===== src/rtl/frame_deframer.sv =====
`default_nettype none
// +-----------------------------------------------------------------------+
// | frame_deframer: hunts SYNC, parses len/payload/checksum frames,       |
// | emits payload with first/last markers and per-frame verdicts.         |
// | Revision: 1.0                                                         |
// +-----------------------------------------------------------------------+
module frame_deframer #(
   parameter int              BITS    = 8,
   parameter logic [BITS-1:0] SYNC    = 'hA5,
   parameter int              MAX_LEN = 16
) (
   input  logic            clk,
   input  logic            rst,
   input  logic            inValid,
   input  logic [BITS-1:0] inData,
   output logic            outValid,
   output logic [BITS-1:0] outData,
   output logic            outFirst,
   output logic            outLast,
   output logic            frameOk,
   output logic            frameErr,
   output logic [7:0]      goodCount,
   output logic [7:0]      errCount
);

   localparam logic [BITS-1:0] c_max_len = BITS'(MAX_LEN);

   typedef enum logic [1:0] {
      S_HUNT = 2'd0,
      S_LEN  = 2'd1,
      S_PAY  = 2'd2,
      S_CHK  = 2'd3
   } state_t;

   state_t          r_state, w_state;
   logic [BITS-1:0] r_rem, w_rem;
   logic [BITS-1:0] r_sum, w_sum;
   logic            r_first, w_first;
   logic            r_out_valid, w_out_valid;
   logic [BITS-1:0] r_out_data, w_out_data;
   logic            r_out_first, w_out_first;
   logic            r_out_last, w_out_last;
   logic            r_ok, w_ok;
   logic            r_err, w_err;
   logic [7:0]      r_good, w_good;
   logic [7:0]      r_errc, w_errc;
   logic [7:0]      w_good_inc, w_errc_inc;

   assign w_good_inc = (r_good == 8'hFF) ? r_good : r_good + 8'd1;
   assign w_errc_inc = (r_errc == 8'hFF) ? r_errc : r_errc + 8'd1;

   always_comb begin
      w_state     = r_state;
      w_rem       = r_rem;
      w_sum       = r_sum;
      w_first     = r_first;
      w_out_valid = 1'b0;
      w_out_data  = r_out_data;
      w_out_first = 1'b0;
      w_out_last  = 1'b0;
      w_ok        = 1'b0;
      w_err       = 1'b0;
      w_good      = r_good;
      w_errc      = r_errc;
      if (inValid) begin
         case (r_state)
            S_HUNT: begin
               if (inData == SYNC) w_state = S_LEN;
            end
            S_LEN: begin
               // A SYNC value here is a length, never a resync.
               if ((inData == '0) || (inData > c_max_len)) begin
                  w_state = S_HUNT;
                  w_err   = 1'b1;
                  w_errc  = w_errc_inc;
               end else begin
                  w_rem   = inData;
                  w_sum   = inData;
                  w_first = 1'b1;
                  w_state = S_PAY;
               end
            end
            S_PAY: begin
               w_out_valid = 1'b1;
               w_out_data  = inData;
               w_out_first = r_first;
               w_first     = 1'b0;
               w_sum       = r_sum + inData;
               w_rem       = r_rem - BITS'(1);
               if (r_rem == BITS'(1)) begin
                  w_out_last = 1'b1;
                  w_state    = S_CHK;
               end
            end
            S_CHK: begin
               if (inData == r_sum) begin
                  w_ok   = 1'b1;
                  w_good = w_good_inc;
               end else begin
                  w_err  = 1'b1;
                  w_errc = w_errc_inc;
               end
               w_state = S_HUNT;
            end
            default: w_state = S_HUNT;
         endcase
      end
   end

   always_ff @(posedge clk or posedge rst) begin
      if (rst) begin
         r_state     <= S_HUNT;
         r_rem       <= '0;
         r_sum       <= '0;
         r_first     <= 1'b0;
         r_out_valid <= 1'b0;
         r_out_data  <= '0;
         r_out_first <= 1'b0;
         r_out_last  <= 1'b0;
         r_ok        <= 1'b0;
         r_err       <= 1'b0;
         r_good      <= 8'd0;
         r_errc      <= 8'd0;
      end else begin
         r_state     <= w_state;
         r_rem       <= w_rem;
         r_sum       <= w_sum;
         r_first     <= w_first;
         r_out_valid <= w_out_valid;
         r_out_data  <= w_out_data;
         r_out_first <= w_out_first;
         r_out_last  <= w_out_last;
         r_ok        <= w_ok;
         r_err       <= w_err;
         r_good      <= w_good;
         r_errc      <= w_errc;
      end
   end

   assign outValid  = r_out_valid;
   assign outData   = r_out_data;
   assign outFirst  = r_out_first;
   assign outLast   = r_out_last;
   assign frameOk   = r_ok;
   assign frameErr  = r_err;
   assign goodCount = r_good;
   assign errCount  = r_errc;

endmodule
`default_nettype wire

===== config.mk =====
export PLATFORM = sky130hd
export DESIGN_NAME = frame_deframer
export DESIGN_NICKNAME = d
export VERILOG_FILES = /design/src/rtl/frame_deframer.sv
export SDC_FILE = /design/constraint.sdc
export NUM_CORES = 1
export LEC_CHECK = 0
export ABC_AREA = 1
export CAP_MARGIN = 30
export CELL_PAD_IN_SITES_DETAIL_PLACEMENT = 1
export CELL_PAD_IN_SITES_GLOBAL_PLACEMENT = 1
export CORE_UTILIZATION = 28
export CTS_CLUSTER_SIZE = 10
export DETAILED_ROUTE_END_ITERATION = 6
export GPL_TIMING_DRIVEN = 0
export HOLD_SLACK_MARGIN = 0.03
export PLACE_DENSITY = 0.62
export RECOVER_POWER = 100
export SYNTH_ARGS = -nofsm -noshare
export SYNTH_HDL_FRONTEND = slang
export SYNTH_SLANG_ARGS = --single-unit
export TNS_END_PERCENT = 1

===== constraint.sdc =====
create_clock -name clk -period 1.79 [get_ports clk]
set_input_delay 0.358 -clock clk [delete_from_list [all_inputs] [get_ports clk]]
set_output_delay 0.358 -clock clk [all_outputs]
set_load 0.005 [all_outputs]

; ---- Yosys cells after proc, flatten, opt, wreduce, memory -nomap -nowiden
; Index checks and enable logic that the tools add are counted.
[totals]
wordCells = 68
reg_bits = 48
[classes]
muxes = 27
bitwise_logic = 1
magnitude_cmp = 1
n_eq_ne = 13
reduce_logical = 10
add_sub_neg = 4
[op_table]
columns = op, n
row1 = case mux 8 bit (2 select lines), 3
row2 = 2-to-1 mux 8 bit, 4
row3 = "== test 8 bit, second input constant", 3
row4 = "adder 8 x 1 -> 8 bit, second input constant", 2
row5 = 2-to-1 mux 1 bit, 14
row6 = "!= test 2 bit, second input constant", 5
row7 = adder 8 bit, 1
row8 = "== test 8 x 1 -> 1 bit, second input constant", 1
row9 = == test 8 bit, 1
row10 = "greater-than comparator 8 x 5 -> 1 bit, second input constant", 1
row11 = zero test 8 bit, 1
row12 = case mux 2 bit (4 select lines), 1
row13 = AND reduction 4 bit, 2
row14 = "subtractor 8 x 1 -> 8 bit, second input constant", 1
row15 = 2-to-1 mux 2 bit, 3
row16 = AND reduction 3 bit, 2
row17 = "== test 2 bit, second input constant", 2
row18 = case mux 1 bit (2 select lines), 2
row19 = nonzero test 2 bit, 2
row20 = "== test 2 x 1 -> 1 bit, second input constant", 1
row21 = zero test 2 bit, 1
row22 = AND reduction 2 bit, 1
row23 = logical OR 1 bit, 1
row24 = inverter 1 bit, 1

; ---- Logic depth before layout (Yosys ltp)
[logic_depth]
depth_word = 5
depth_mapped = 13

; ---- Worst setup path after synthesis
; OpenSTA, ideal clock, no wires.
[synth_timing]
path_kind = input -> register
from = input inData[6]
to = register r_good[6] (netlist: goodCount[6])
path_slack_ps = 200
arrival_time_ps = 1525
stages = 9
required_time_ps = 1725
path_cell_list = ha_1 -> nor2_1 -> nand2_1 -> nor2_2 -> nand3_4 -> nor2_4 -> buf_6 -> nand3b_1 -> nand2_1
[synth_between]
elab_chain_len = 2
[synth_lines]
columns = item, line
row1 = from (decl), 15  ; input logic [BITS-1:0] inData,
row2 = == test 8 bit, 96  ; if (inData == r_sum) begin
row3 = AND reduction 4 bit (no line), --
row4 = to (signal assigned), 135  ; r_good <= w_good;
row5 = to (decl), 45  ; logic [7:0] r_good, w_good;
; Every way passes these cells.
; A chain may end at the register's enable or synchronous reset.

; ---- Worst setup path in the final report
[layout_timing]
from = register r_errc[2] (netlist: errCount[2])
to = output errCount[2]
[layout_lines]
columns = item, line
row1 = from (decl), 46  ; logic [7:0] r_errc, w_errc;
row2 = from (signal assigned), 136  ; r_errc <= w_errc;
row3 = to (decl), 23  ; output logic [7:0] errCount
; No word-level cell between the ends.

==> metrics.md <==
| Metric | Value |
|---|---|
| Result of the run | `completed` |
| Post-synthesis cell area | `2952 um^2` |
| Number of sinks handled by clock tree synthesis | `48` |
| Cts bufs inserted | `5` |
| Number of antenna violations at the first check in global routing | `0` |
| Achievable clock frequency | `581.1 MHz` |
| Floorplan die width | `104.7 um` |
| Layout-stage area growth over the synthesis result | `27.60%` |
| Routed WL | `8.339 mm` |
| Average size of a mapped cell | `7.549 um^2` |
| Sequential element share of the synthesized area | `40.70%` |
| Final count of negative-setup-slack endpoints | `0` |
| Share of synthesized registers carrying an async set or reset | `100.0%` |
| Kind of start point of the critical path | `register` |
| Distinct cells, synth | `33` |
| Count of TritonRoute iterations in the first routing pass | `6` |
| Switching fraction of total power | `39.05%` |
| Max incr delay on CP | `0.60 ns` |
| Total Nets Final | `464` |
| Met1 demand-to-capacity share in global routing | `21.37%` |
| DR vias | `2722` |
| Hold Crit Depth | `3` |
| WP data required | `1.43 ns` |
| Hold crit path type | `primary input to register` |
| Net count of the mapped netlist | `414` |
| Number of flops mapped to enable cells by yosys | `0` |
| Gate count after technology mapping | `391` |
| Maximum number of pins on one net before global-route repair | `26` |
| Count of final max-slew check failures | `0` |
| Relative contribution of sequential cells to total power | `36.5%` |
| Total overflow reported by the global router | `0` |
| Tightest Pin Transition | `1.034 ns` |
| Met2 global-route usage | `27.44%` |
| First-pass GRT wire length | `14.02 mm` |
| Clk Tree Root Cell | `sky130_fd_sc_hd__clkbuf_8` |
| Area leader, netlist | `sky130_fd_sc_hd__dfrtp_1` |
| N_diodes | `0` |
| Buf+Inv Stages, Crit Path | `1` |
| Origin of the worst min-delay path | `inData[3]` |
| Leakage | `1.930 nW` |
| CP Capture Type | `output port` |
| IR drop worst, VDD | `0.3981 mV` |
| Met3 demand-to-capacity share in global routing | `1.934%` |
| Flip-flop cell with the highest count after synthesis | `sky130_fd_sc_hd__dfrtp_1` |
| Vertical die dimension | `104.7 um` |
| Final hold viol count | `0` |
| Cell Chain, Critical Path | `dlygate4sd3_1` |
| Post-route cell area | `3766 um^2` |
| Post-Route Utilization | `36.64%` |
| Post-route clock skew | `0.009867 ns` |
| Family with the most delay on the worst path | `buffers and inverters` |
| R2R Path End | `goodCount[0]` |
| H-tree depth | `2` |
| Clk network pwr share | `21.1%` |
| Per-cell routed wire length | `14.43 um` |
| Critical Path AT | `1.36 ns` |
| Main area contributors after synthesis | `sky130_fd_sc_hd__dfrtp_1 41%, sky130_fd_sc_hd__nand2_1 18%, sky130_fd_sc_hd__inv_1 6.0%` |
| Max-cap violations | `0` |
| Internal power | `2.876 mW` |
| Busiest layer in global routing | `met2` |
| Clock slew seen by the registers of the worst setup and hold paths | `0.11 ns` |
| Type of the setup path with the least slack | `register to output port` |
| Proportion of power drawn by combinational gates | `42.4%` |
| DRC errors left | `0` |
| Worst hold path endpoint | `outData[3]` |
| Initial core utilization | `28.72%` |
| Setup slack on the worst flop-to-flop path | `0.09 ns` |
| Clock insertion delay at the later pin of the skew report | `0.32 ns` |
| Die area | `10960 um^2` |
| Site Rows | `37` |
| Cell with the most instances after synthesis | `sky130_fd_sc_hd__nand2_1` |
| Port Buf Inserts | `39` |
| Hold bufs inserted after CTS | `0` |
| Crit path max-delay cell type | `sky130_fd_sc_hd__dlygate4sd3_1` |
| Logic depth of the worst setup path including buffers | `1` |
| Share of the synthesized area in the top cell type | `40.70%` |
| Vias in the first global route | `2761` |
| Ratio of cells with drive above 1 in the final layout | `14.25%` |
| Net switching component of the power | `1.842 mW` |
| Vias/cell | `4.709` |
| TritonCTS clock tree | `built` |
| Placeable core region | `10280 um^2` |
| Total routing resource utilization after global routing | `16.04%` |
| Design Power | `4.718 mW` |
| Startpoint of the worst-slack reg-to-reg timing path | `r_sum[2]` |
| Dpl hpwl | `6.286 mm` |
| Remaining number of nets flagged by the antenna check after routing | `0` |
| Bufs on Longest Clock Path | `2` |
| Total of warnings raised by yosys | `0` |
| Setup repair after global routing missed its margin | `true` |
| Cell area power density | `1253 nW/um^2` |
| Register bit count reported by yosys | `48` |
| Max_slew headroom | `30.96%` |
| R2R depth | `8` |
| Maximum fanout encountered on the critical timing path | `5` |
| Fin crit period | `1.721 ns` |
| Number of ports placed on the die boundary | `40` |
| Final GP Congestion | `0.7513` |
| DRC marker count from the first detailed-route iteration | `117` |
| Top cells by instance count after synthesis | `138 x sky130_fd_sc_hd__nand2_1, 48 x sky130_fd_sc_hd__dfrtp_1, 47 x sky130_fd_sc_hd__inv_1` |
| Final Cycle Share | `96.14%` |
| Post-DP Area | `3532 um^2` |
[power by group through the flow]
stage	registers, mW	logic, mW	clock network (mW)
3_5_place_dp	1.72	1.94	0
3_3_place_gp	1.71	1.85	0
2_1_floorplan	1.67	1.28	0
5_1_grt	1.77	2.29	1.06
4_1_cts	1.71	1.98	1.02
6_report	1.72	2.00	0.996
[what timing repair did]
item,in CTS,in global routing
endpoints found under the setup margin,32,29
gates resized for setup,13,22
setup buffers,0,2
pin swaps,2,3
cloned,0,1
[flip-flops by register name, summed over array words and instances, names as in the netlist, named ones only]
signal / count
errCount: 8
outLast: 1
r_sum: 8
outFirst: 1
frameErr: 1
frameOk: 1
r_first: 1
goodCount: 8
r_state: 1
r_rem: 8
outData: 8
outValid: 1
[cell type report]
type                    instances  area [um^2]
fillers                      1254         6511
inverters                      52        200.2
multi-input cells             282         1574
flip-flops and latches         48         1201
well taps                     136        170.2
clock inverters                 3        68.82
plain buffers                   9        70.07
clock buffers                   5        68.82
repair buffers                 43        412.9
[per-layer routing]
| layer | wire length [um] | vias to the layer above |
|---|---|---|
| li1 | - | 1341 |
| met1 | 4036 | 1345 |
| met2 | 4076 | 28 |
| met3 | 141 | 8 |
| met4 | 84 | 0 |
| met5 | 0 | - |
[stage by stage]
step	setup WS, ns	hold WS (ns)	TNS, ns	instances
finish	0.06901	0.3779	0	578
global route	-0.03071	0.3822	-0.1560	578
CTS	-0.005204	0.4445	-0.006145	575
detailed placement	-0.7589	0.4590	-18.39	567
global placement	-0.8468	0.4536	-58.24	566
floorplan	0.2005	0.4528	0	391
[kinds of logic (layout without fill, tap and decap cells)]
logic type	count (synthesis)	after routing	synth area share, %
flip-flops	48	48	40.70
AND/OR/NAND/NOR	219	219	33.40
adder cells (fa/ha/maj)	12	12	5.341
buffers and inverters	61	112	9.156
AO/OA/AOI/OAI	41	41	7.927
XOR/XNOR	10	10	3.476
[cell usage in the layout, fill, tap and decap left out, types with 4 or more instances in the layout]
cell type | synthesis | routed
sky130_fd_sc_hd__dfrtp_1 | 48 | 48
sky130_fd_sc_hd__clkbuf_8 | 0 | 5
sky130_fd_sc_hd__nand3b_1 | 4 | 4
sky130_fd_sc_hd__ha_1 | 11 | 5
sky130_fd_sc_hd__buf_2 | 5 | 4
sky130_fd_sc_hd__nand2_1 | 138 | 137
sky130_fd_sc_hd__a21oi_1 | 6 | 6
sky130_fd_sc_hd__clkdlybuf4s50_1 | 0 | 4
sky130_fd_sc_hd__nor2_2 | 2 | 4
sky130_fd_sc_hd__inv_1 | 47 | 47
sky130_fd_sc_hd__nand3_1 | 24 | 23
sky130_fd_sc_hd__dlygate4sd3_1 | 0 | 27
sky130_fd_sc_hd__nor2_1 | 25 | 22
sky130_fd_sc_hd__buf_6 | 4 | 6
sky130_fd_sc_hd__o21ai_0 | 20 | 27
sky130_fd_sc_hd__ha_4 | 0 | 6
sky130_fd_sc_hd__xor2_1 | 7 | 7
sky130_fd_sc_hd__clkbuf_2 | 0 | 4
sky130_fd_sc_hd__o21ai_2 | 6 | 5
sky130_fd_sc_hd__nand4_1 | 12 | 12
[how the worst max path moves through the flow]
stage / start / endpoint / slack, ns
2_1_floorplan: inData[6] / goodCount[6] / 0.20
3_3_place_gp: rst / r_sum[6] / -0.85
3_5_place_dp: inData[0] / r_sum[4] / -0.76
4_1_cts: inData[2] / goodCount[6] / -0.005
5_1_grt: r_sum[2] / goodCount[4] / -0.03
6_report: errCount[2] / errCount[2] / 0.07
Power figures use the tool's default switching activity.
